[src/rtl/mcu_el2_pkg.sv]
// mcu_el2_pkg
// Shared types for the EL2 PMP path:
//   mcu_param_t / mcu_pt      core build parameters (PMP entry count)
//   mcu_el2_pmp_mode_t        pmpcfg address-matching mode
//   mcu_el2_pmp_cfg_pkt_t     one pmpcfg byte
//   mcu_el2_pmp_region_t      decoded byte-granular [base, limit) region
//   mcu_el2_pmp_walk_state_e  region walker FSM state
package mcu_el2_pkg;

  typedef struct packed {
    logic [6:0] PMP_ENTRIES;
  } mcu_param_t;

  localparam mcu_param_t mcu_pt = '{PMP_ENTRIES: 7'd16};

  typedef enum logic [1:0] {
    OFF   = 2'd0,
    TOR   = 2'd1,
    NA4   = 2'd2,
    NAPOT = 2'd3
  } mcu_el2_pmp_mode_t;

  typedef struct packed {
    logic              lock;
    logic [1:0]        reserved;
    mcu_el2_pmp_mode_t mode;
    logic              execute;
    logic              write;
    logic              read;
  } mcu_el2_pmp_cfg_pkt_t;

  // limit is exclusive and one bit wider than base so that a region
  // reaching the top of the address space can end at 2^32.
  typedef struct packed {
    logic [31:0] base;
    logic [32:0] limit;
    logic        valid;
    logic        r;
    logic        w;
    logic        x;
    logic        lock;
  } mcu_el2_pmp_region_t;

  typedef enum logic {
    IDLE = 1'b0,
    WALK = 1'b1
  } mcu_el2_pmp_walk_state_e;

endpackage

[src/rtl/mcu_el2_pmp_napot_decode.sv]
// mcu_el2_pmp_napot_decode
// Combinational NAPOT decode of one pmpaddr value.
// Ports:
//   pmpaddr [29:0]  in   pmpaddr bits 29:0
//   base    [31:0]  out  naturally aligned region base
//   limit   [32:0]  out  exclusive region end, saturated at 2^32
module mcu_el2_pmp_napot_decode (
  input  logic [29:0] pmpaddr,
  output logic [31:0] base,
  output logic [32:0] limit
);

  logic [32:0] ones;
  logic [32:0] mask;
  logic [33:0] sum;

  // Appending three ones makes the trailing-ones run exactly t+3 bits long,
  // so isolating that run yields size-1 without counting anything.
  assign ones  = {pmpaddr, 3'b111};
  assign mask  = ones & ~(ones + 33'd1);
  assign base  = {pmpaddr, 2'b00} & ~mask[31:0];
  assign sum   = {2'b00, base} + {1'b0, mask} + 34'd1;

  // Only the all-ones pattern (size 2^33) can exceed the address space.
  assign limit = (sum > 34'h1_0000_0000) ? 33'h1_0000_0000 : sum[32:0];

endmodule

[src/rtl/mcu_el2_pmp_region_walker.sv]
// mcu_el2_pmp_region_walker
// Walks the PMP entries one per cycle after every PMP CSR write and
// registers each pmpcfg/pmpaddr pair as a decoded [base, limit) region.
// Optional feature macro: MCU_PMP_WALK_ERR_EN (sticky malformed-TOR flag).
// Ports:
//   clk, rst            clock, asynchronous active-high reset
//   pmp_cfg_chg         pulse on any committed PMP CSR write
//   pmp_pmpcfg          current entry configurations
//   pmp_pmpaddr         current entry addresses (bits 31:30 are zero)
//   pmp_region          registered decoded region table
//   pmp_regions_ready   table coherent with the CSRs
//   pmp_walk_busy       walk in progress
//   pmp_walk_err        sticky malformed-entry flag      (MCU_PMP_WALK_ERR_EN)
//   pmp_walk_err_idx    index of first malformed entry   (MCU_PMP_WALK_ERR_EN)
//   pmp_walk_err_clr    clears flag and index            (MCU_PMP_WALK_ERR_EN)
module mcu_el2_pmp_region_walker
  import mcu_el2_pkg::*;
#(
  parameter int PMP_ENTRIES = int'(mcu_pt.PMP_ENTRIES),
  // Kept at least 1 bit wide so the index ports stay legal with 0 entries.
  parameter int IDX_W = (PMP_ENTRIES > 1) ? $clog2(PMP_ENTRIES) : 1
) (
  input  logic                 clk,
  input  logic                 rst,
  input  logic                 pmp_cfg_chg,
  input  mcu_el2_pmp_cfg_pkt_t pmp_pmpcfg  [PMP_ENTRIES],
  input  logic [31:0]          pmp_pmpaddr [PMP_ENTRIES],
  output mcu_el2_pmp_region_t  pmp_region  [PMP_ENTRIES],
  output logic                 pmp_regions_ready,
  output logic                 pmp_walk_busy
`ifdef MCU_PMP_WALK_ERR_EN
  ,
  output logic                 pmp_walk_err,
  output logic [IDX_W-1:0]     pmp_walk_err_idx,
  input  logic                 pmp_walk_err_clr
`endif
);

  if (PMP_ENTRIES == 0) begin : g_none
    assign pmp_regions_ready = 1'b1;
    assign pmp_walk_busy     = 1'b0;
`ifdef MCU_PMP_WALK_ERR_EN
    assign pmp_walk_err      = 1'b0;
    assign pmp_walk_err_idx  = '0;
`endif
  end else begin : g_walk

    mcu_el2_pmp_walk_state_e state_q, state_d;
    logic [IDX_W-1:0]        idx_q, idx_d;
    logic                    last;
    mcu_el2_pmp_cfg_pkt_t    cur_cfg;
    logic [31:0]             cur_addr, prev_addr;
    logic [31:0]             a, tor_base;
    logic [31:0]             napot_base;
    logic [32:0]             napot_limit;
    mcu_el2_pmp_region_t     dec;
    mcu_el2_pmp_region_t     region_q [PMP_ENTRIES];
    logic                    unused_bits;

    assign last      = (idx_q == IDX_W'(PMP_ENTRIES - 1));
    assign cur_cfg   = pmp_pmpcfg[idx_q];
    assign cur_addr  = pmp_pmpaddr[idx_q];
    assign prev_addr = (idx_q == '0) ? 32'd0 : pmp_pmpaddr[idx_q - IDX_W'(1)];
    assign a         = {cur_addr[29:0], 2'b00};
    assign tor_base  = {prev_addr[29:0], 2'b00};

    mcu_el2_pmp_napot_decode u_napot (
      .pmpaddr (cur_addr[29:0]),
      .base    (napot_base),
      .limit   (napot_limit)
    );

    always_ff @(posedge clk or posedge rst) begin
      if (rst) begin
        state_q <= IDLE;
        idx_q   <= '0;
      end else begin
        state_q <= state_d;
        idx_q   <= idx_d;
      end
    end

    // A CSR write during a walk restarts it from entry 0 so the table
    // always ends up matching the most recent CSR values.
    always_comb begin
      state_d = state_q;
      idx_d   = idx_q;
      unique case (state_q)
        IDLE: begin
          if (pmp_cfg_chg) begin
            state_d = WALK;
            idx_d   = '0;
          end
        end
        WALK: begin
          if (pmp_cfg_chg) begin
            idx_d = '0;
          end else if (last) begin
            state_d = IDLE;
            idx_d   = '0;
          end else begin
            idx_d = idx_q + IDX_W'(1);
          end
        end
        default: begin
          state_d = IDLE;
          idx_d   = '0;
        end
      endcase
    end

    always_comb begin
      dec = '0;
      unique case (cur_cfg.mode)
        TOR: begin
          dec.base  = tor_base;
          dec.limit = {1'b0, a};
          dec.valid = (tor_base < a);
        end
        NA4: begin
          dec.base  = a;
          dec.limit = {1'b0, a} + 33'd4;
          dec.valid = 1'b1;
        end
        NAPOT: begin
          dec.base  = napot_base;
          dec.limit = napot_limit;
          dec.valid = 1'b1;
        end
        default: ;
      endcase
      dec.r    = cur_cfg.read;
      dec.w    = cur_cfg.write;
      dec.x    = cur_cfg.execute;
      dec.lock = cur_cfg.lock;
    end

    always_ff @(posedge clk or posedge rst) begin
      if (rst) begin
        for (int i = 0; i < PMP_ENTRIES; i++) begin
          region_q[i] <= '0;
        end
      end else if (state_q == WALK) begin
        region_q[idx_q] <= dec;
      end
    end

    assign pmp_region        = region_q;
    assign pmp_walk_busy     = (state_q == WALK);
    assign pmp_regions_ready = (state_q == IDLE) & ~pmp_cfg_chg;

    // Address bits 31:30 and the reserved cfg bits carry no information.
    always_comb begin
      unused_bits = 1'b0;
      for (int i = 0; i < PMP_ENTRIES; i++) begin
        unused_bits = unused_bits ^ (^{pmp_pmpaddr[i][31:30], pmp_pmpcfg[i].reserved});
      end
    end

`ifdef MCU_PMP_WALK_ERR_EN
    logic             err_q;
    logic [IDX_W-1:0] err_idx_q;
    logic             tor_bad;

    assign tor_bad = (state_q == WALK) && (cur_cfg.mode == TOR) && (tor_base > a);

    // Only the first malformed entry is recorded; a set beats a same-cycle clear.
    always_ff @(posedge clk or posedge rst) begin
      if (rst) begin
        err_q     <= 1'b0;
        err_idx_q <= '0;
      end else if (tor_bad && !err_q) begin
        err_q     <= 1'b1;
        err_idx_q <= idx_q;
      end else if (pmp_walk_err_clr) begin
        err_q     <= 1'b0;
        err_idx_q <= '0;
      end
    end

    assign pmp_walk_err     = err_q;
    assign pmp_walk_err_idx = err_idx_q;
`endif

  end

endmodule

[config.mk]
export PLATFORM = sky130hd
export DESIGN_NAME = mcu_el2_pmp_region_walker
export DESIGN_NICKNAME = d
export VERILOG_FILES = /design/src/rtl/mcu_el2_pkg.sv /design/src/rtl/mcu_el2_pmp_napot_decode.sv /design/src/rtl/mcu_el2_pmp_region_walker.sv
export SDC_FILE = /design/constraint.sdc
export NUM_CORES = 2
export LEC_CHECK = 0
export ABC_AREA = 1
export CAP_MARGIN = 20
export CORE_AREA = 4 4 677 679
export DETAILED_ROUTE_END_ITERATION = 10
export DIE_AREA = 0 0 681 683
export PLACE_DENSITY_LB_ADDON = 0.1
export SYNTH_ARGS = -nofsm -noshare
export SYNTH_HDL_FRONTEND = slang
export SYNTH_SLANG_ARGS = --single-unit
[constraint.sdc]
create_clock -name clk -period 42.6 [get_ports clk]
set_input_delay 8.52 -clock clk [delete_from_list [all_inputs] [get_ports clk]]
set_output_delay 8.52 -clock clk [all_outputs]
set_load 0.1 [all_outputs]
==> results.sh <==
export IMPL_setup_total_negative_slack_ns=0
export IMPL_drive_gt1_share_pct=6.90
export IMPL_clkLatencyLatePin_ns=0.84
export IMPL_multi_input_area_um2=24700
export IMPL_place_gp_congestion=0.850
export IMPL_portbufs=1636
export IMPL_yosys_warnings=0
export IMPL_tritoncts="yes"
export IMPL_worst_r2r_cell_count=36
export IMPL_whs_path_depth=2
export IMPL_synth_async_sr_flop_share_pct=100
export IMPL_synthDistinctLibCells=49
export IMPL_ctsHoldBuffers=0
export IMPL_start_util_pct=12.2
export IMPL_ys_dominant_reg_cell="dfrtp_1"
export IMPL_finalMaxSlewViolations=0
export IMPL_final_hold_violation_count=0
export IMPL_cts_repair_timing_setup_buffer_count=0
export IMPL_grt_overflow_total=0
export IMPL_worstReg2RegEnd="pmp_region[513]$_DFFE_PP0P_"
export IMPL_outcome="completed"
export IMPL_first_pass_iters=6
export IMPL_most_frequent_standard_cell_in_the_layout_excluding_fill_and_tap_cells="nand2_1"
export IMPL_synth_yosys_seq_area_share_pct=48.0
export IMPL_p_per_area_nw_per_um2=74.2
export IMPL_rsz_0062_raised_after_global_routing="false"
export IMPL_seq_area_um2=26600
export IMPL_worst_slew_pin_transition_ns=1.20
export IMPL_timing_critical_path_to_type="output port"
export IMPL_detail_route_drc_violations=0
export IMPL_crit_type="input port to output port"
export IMPL_skew_ns=0.0650
export IMPL_worstHoldEndpoint="pmp_region[587]$_DFFE_PP0P_"
export IMPL_max_freq_ghz=0.0551
export IMPL_floorplan_core_area_um2=452000
export IMPL_timing_rr_start="g_walk.idx_q[0]$_DFFE_PP0N_"
export IMPL_worst_slew_margin_rel_pct=20.0
export IMPL_die_width_um=681
export IMPL_pin_count=1765
export IMPL_tritoncts_num_buffers=146
export IMPL_fin_total_pwr_mw=6.19
export IMPL_grt_antenna_before_repair=134
export IMPL_worst_setup_hold_path_clk_slew_ns=0.05
export IMPL_cp_required_ns=34.08
export IMPL_cellLeakagePower_nw=38.1
export IMPL_growth_of_design_area_from_synthesis_to_finish_pct=50.9
export IMPL_setup_viol_count_final=0
export IMPL_hp_class="flip-flop to flip-flop"
export IMPL_cp_max_fo=3
export IMPL_finalWorstPathRequiredPeriod_ns=18.14
export IMPL_synth_largest_type_area_fraction_pct=48.0
export IMPL_netlist_area_um2=55300
export IMPL_finalWirelength_um=424000
export IMPL_post_cts_resized_instances=0
export IMPL_clockRootBuffer="clkbuf_16"
export IMPL_drtAntennaViolNets=0
export IMPL_timing_reg2reg_setup_slack_ns=32.85
export IMPL_synth_edff_count=0
export IMPL_track_usage_pct=17.5
export IMPL_drt_initial_drc_count=4772
export IMPL_first_global_vias=57900
export IMPL_routed_via_density=3.81
export IMPL_post_route_period_util_pct=42.6
export IMPL_fillerInstances=51000
export IMPL_synth_area_per_cell_um2=7.07
export IMPL_detail_route_wl_per_cell_um=27.5
export IMPL_crit_arrival_ns=9.62
export IMPL_via_count=58800
export IMPL_ys_ff_latch=1061
export IMPL_cts_root_to_sink_buffers=4
export IMPL_dpl_cell_area_um2=78800
export IMPL_grt_start_max_net_pins=197
export IMPL_final_cell_area_um2=83500
export IMPL_largest_area_contributor_in_the_netlist="dfrtp_1"
export IMPL_critPathLaunchType="input port"
export IMPL_synth_top_cells_by_area="dfrtp_1 48%, nand2_1 28%, o21ai_0 3.4%"
export IMPL_die_span_y_um=683
export IMPL_finish_net_count=10000
export IMPL_num_rows=247
export IMPL_die_area_um2=465000
export IMPL_layout_common_cells="4,038 x nand2_1, 1,551 x clkdlybuf4s50_1, 1,059 x dfrtp_1"
export IMPL_worstHoldStart="pmp_region[587]$_DFFE_PP0P_"
export IMPL_maxCapViolations=0
export IMPL_place_detailed_hpwl_um=311000
export IMPL_postSynthCellCount=7831
export IMPL_clock_tree_htree_level_count=4
export IMPL_irDropWorstVdd_v=0.0000498
export IMPL_clock_sinks=1061
export IMPL_grt_pass1_wl_um=554000
-- logic make-up (layout without fill, tap and decap cells) --
logic type | after synthesis | count (layout) | share of synthesized area [%]
other | 1 | 113 | 0.00678
DFF | 1061 | 1061 | 48.0
xor gates and xnor gates | 8 | 8 | 0.127
buffers and inverters | 1069 | 2575 | 8.41
adders and majority gates | 67 | 67 | 1.51
AOI/OAI and AO/OA | 811 | 811 | 8.25
and+or+nand+nor | 4814 | 4814 | 33.7
-- Yosys cell counts, types with 15 or more instances --
cell      instances
nand2_1        4055
nand3_1         254
nor2_1          411
a31oi_1          33
o21ai_0         372
buf_6            18
nand2_2          23
clkinv_1         17
o211ai_1         59
buf_1            31
ha_1             67
a32o_1           24
clkbuf_1        301
o22ai_1          27
nand4_1          15
a21oi_1         231
buf_4            91
dfrtp_1        1061
o21ai_1          22
nor2_2           27
a311oi_1         19
inv_1           468
buf_2           131
-- per-stage QoR --
stage,hold slack [ns],std cells,utilization (%),setup WS [ns]
after global routing,0.488,15400,18.5,24.37
after global placement,0.464,15100,17.3,24.47
final,0.475,15400,18.5,24.46
after floorplan,0.629,7894,-,4.21
after detailed placement,0.465,15100,17.4,24.44
after CTS,0.480,15400,18.4,24.44
-- worst max-delay path by stage --
stage / cells after the start / end / start / slack (ns)
after floorplan: 1 / g_walk.idx_q[0]$_DFFE_PP0N_ / rst / 4.21
final: 3 / pmp_regions_ready / pmp_cfg_chg / 24.46
after global routing: 3 / pmp_regions_ready / pmp_cfg_chg / 24.37
after CTS: 3 / pmp_regions_ready / pmp_cfg_chg / 24.44
after detailed placement: 3 / pmp_regions_ready / pmp_cfg_chg / 24.44
after global placement: 3 / pmp_regions_ready / pmp_cfg_chg / 24.47
-- metal layers --
layer | global-route usage (%) | routed length (um) | up-vias
met1 | 22.1 | 180000 | 29000
met2 | 29.6 | 203000 | 2191
li1 | - | - | 27100
met5 | 0 | 57 | -
met4 | 5.14 | 13300 | 10
met3 | 3.90 | 27500 | 495
-- state kept, by name (all words and copies together), names as in the netlist --
register	count
pmp_region	1056
pmp_walk_busy	1
g_walk.idx_q	4
-- power by group --
part / internal, mW / leakage (nW) / switching, mW
Sequential: 1.25 / 11.4 / 0.149
Combinational: 0.700 / 24.6 / 2.89
Clock: 0.692 / 2.19 / 0.514
-- worst max-delay path: stages --
cell	delay, ns
clkdlybuf4s50_1	0.48
nor2_1	0.22
buf_4	0.37
-- area by class of cell --
class	count	area share, %
Sequential cell	1061	31.8
Multi-Input combinational cell	5764	29.6
Timing Repair Buffer	1834	21.8
Clock inverter	27	0.270
Tap cell	5976	8.96
Inverter	497	2.30
Clock buffer	217	5.11
Antenna cell	49	0.147
Note: power is estimated with default switching activity, not from simulation.
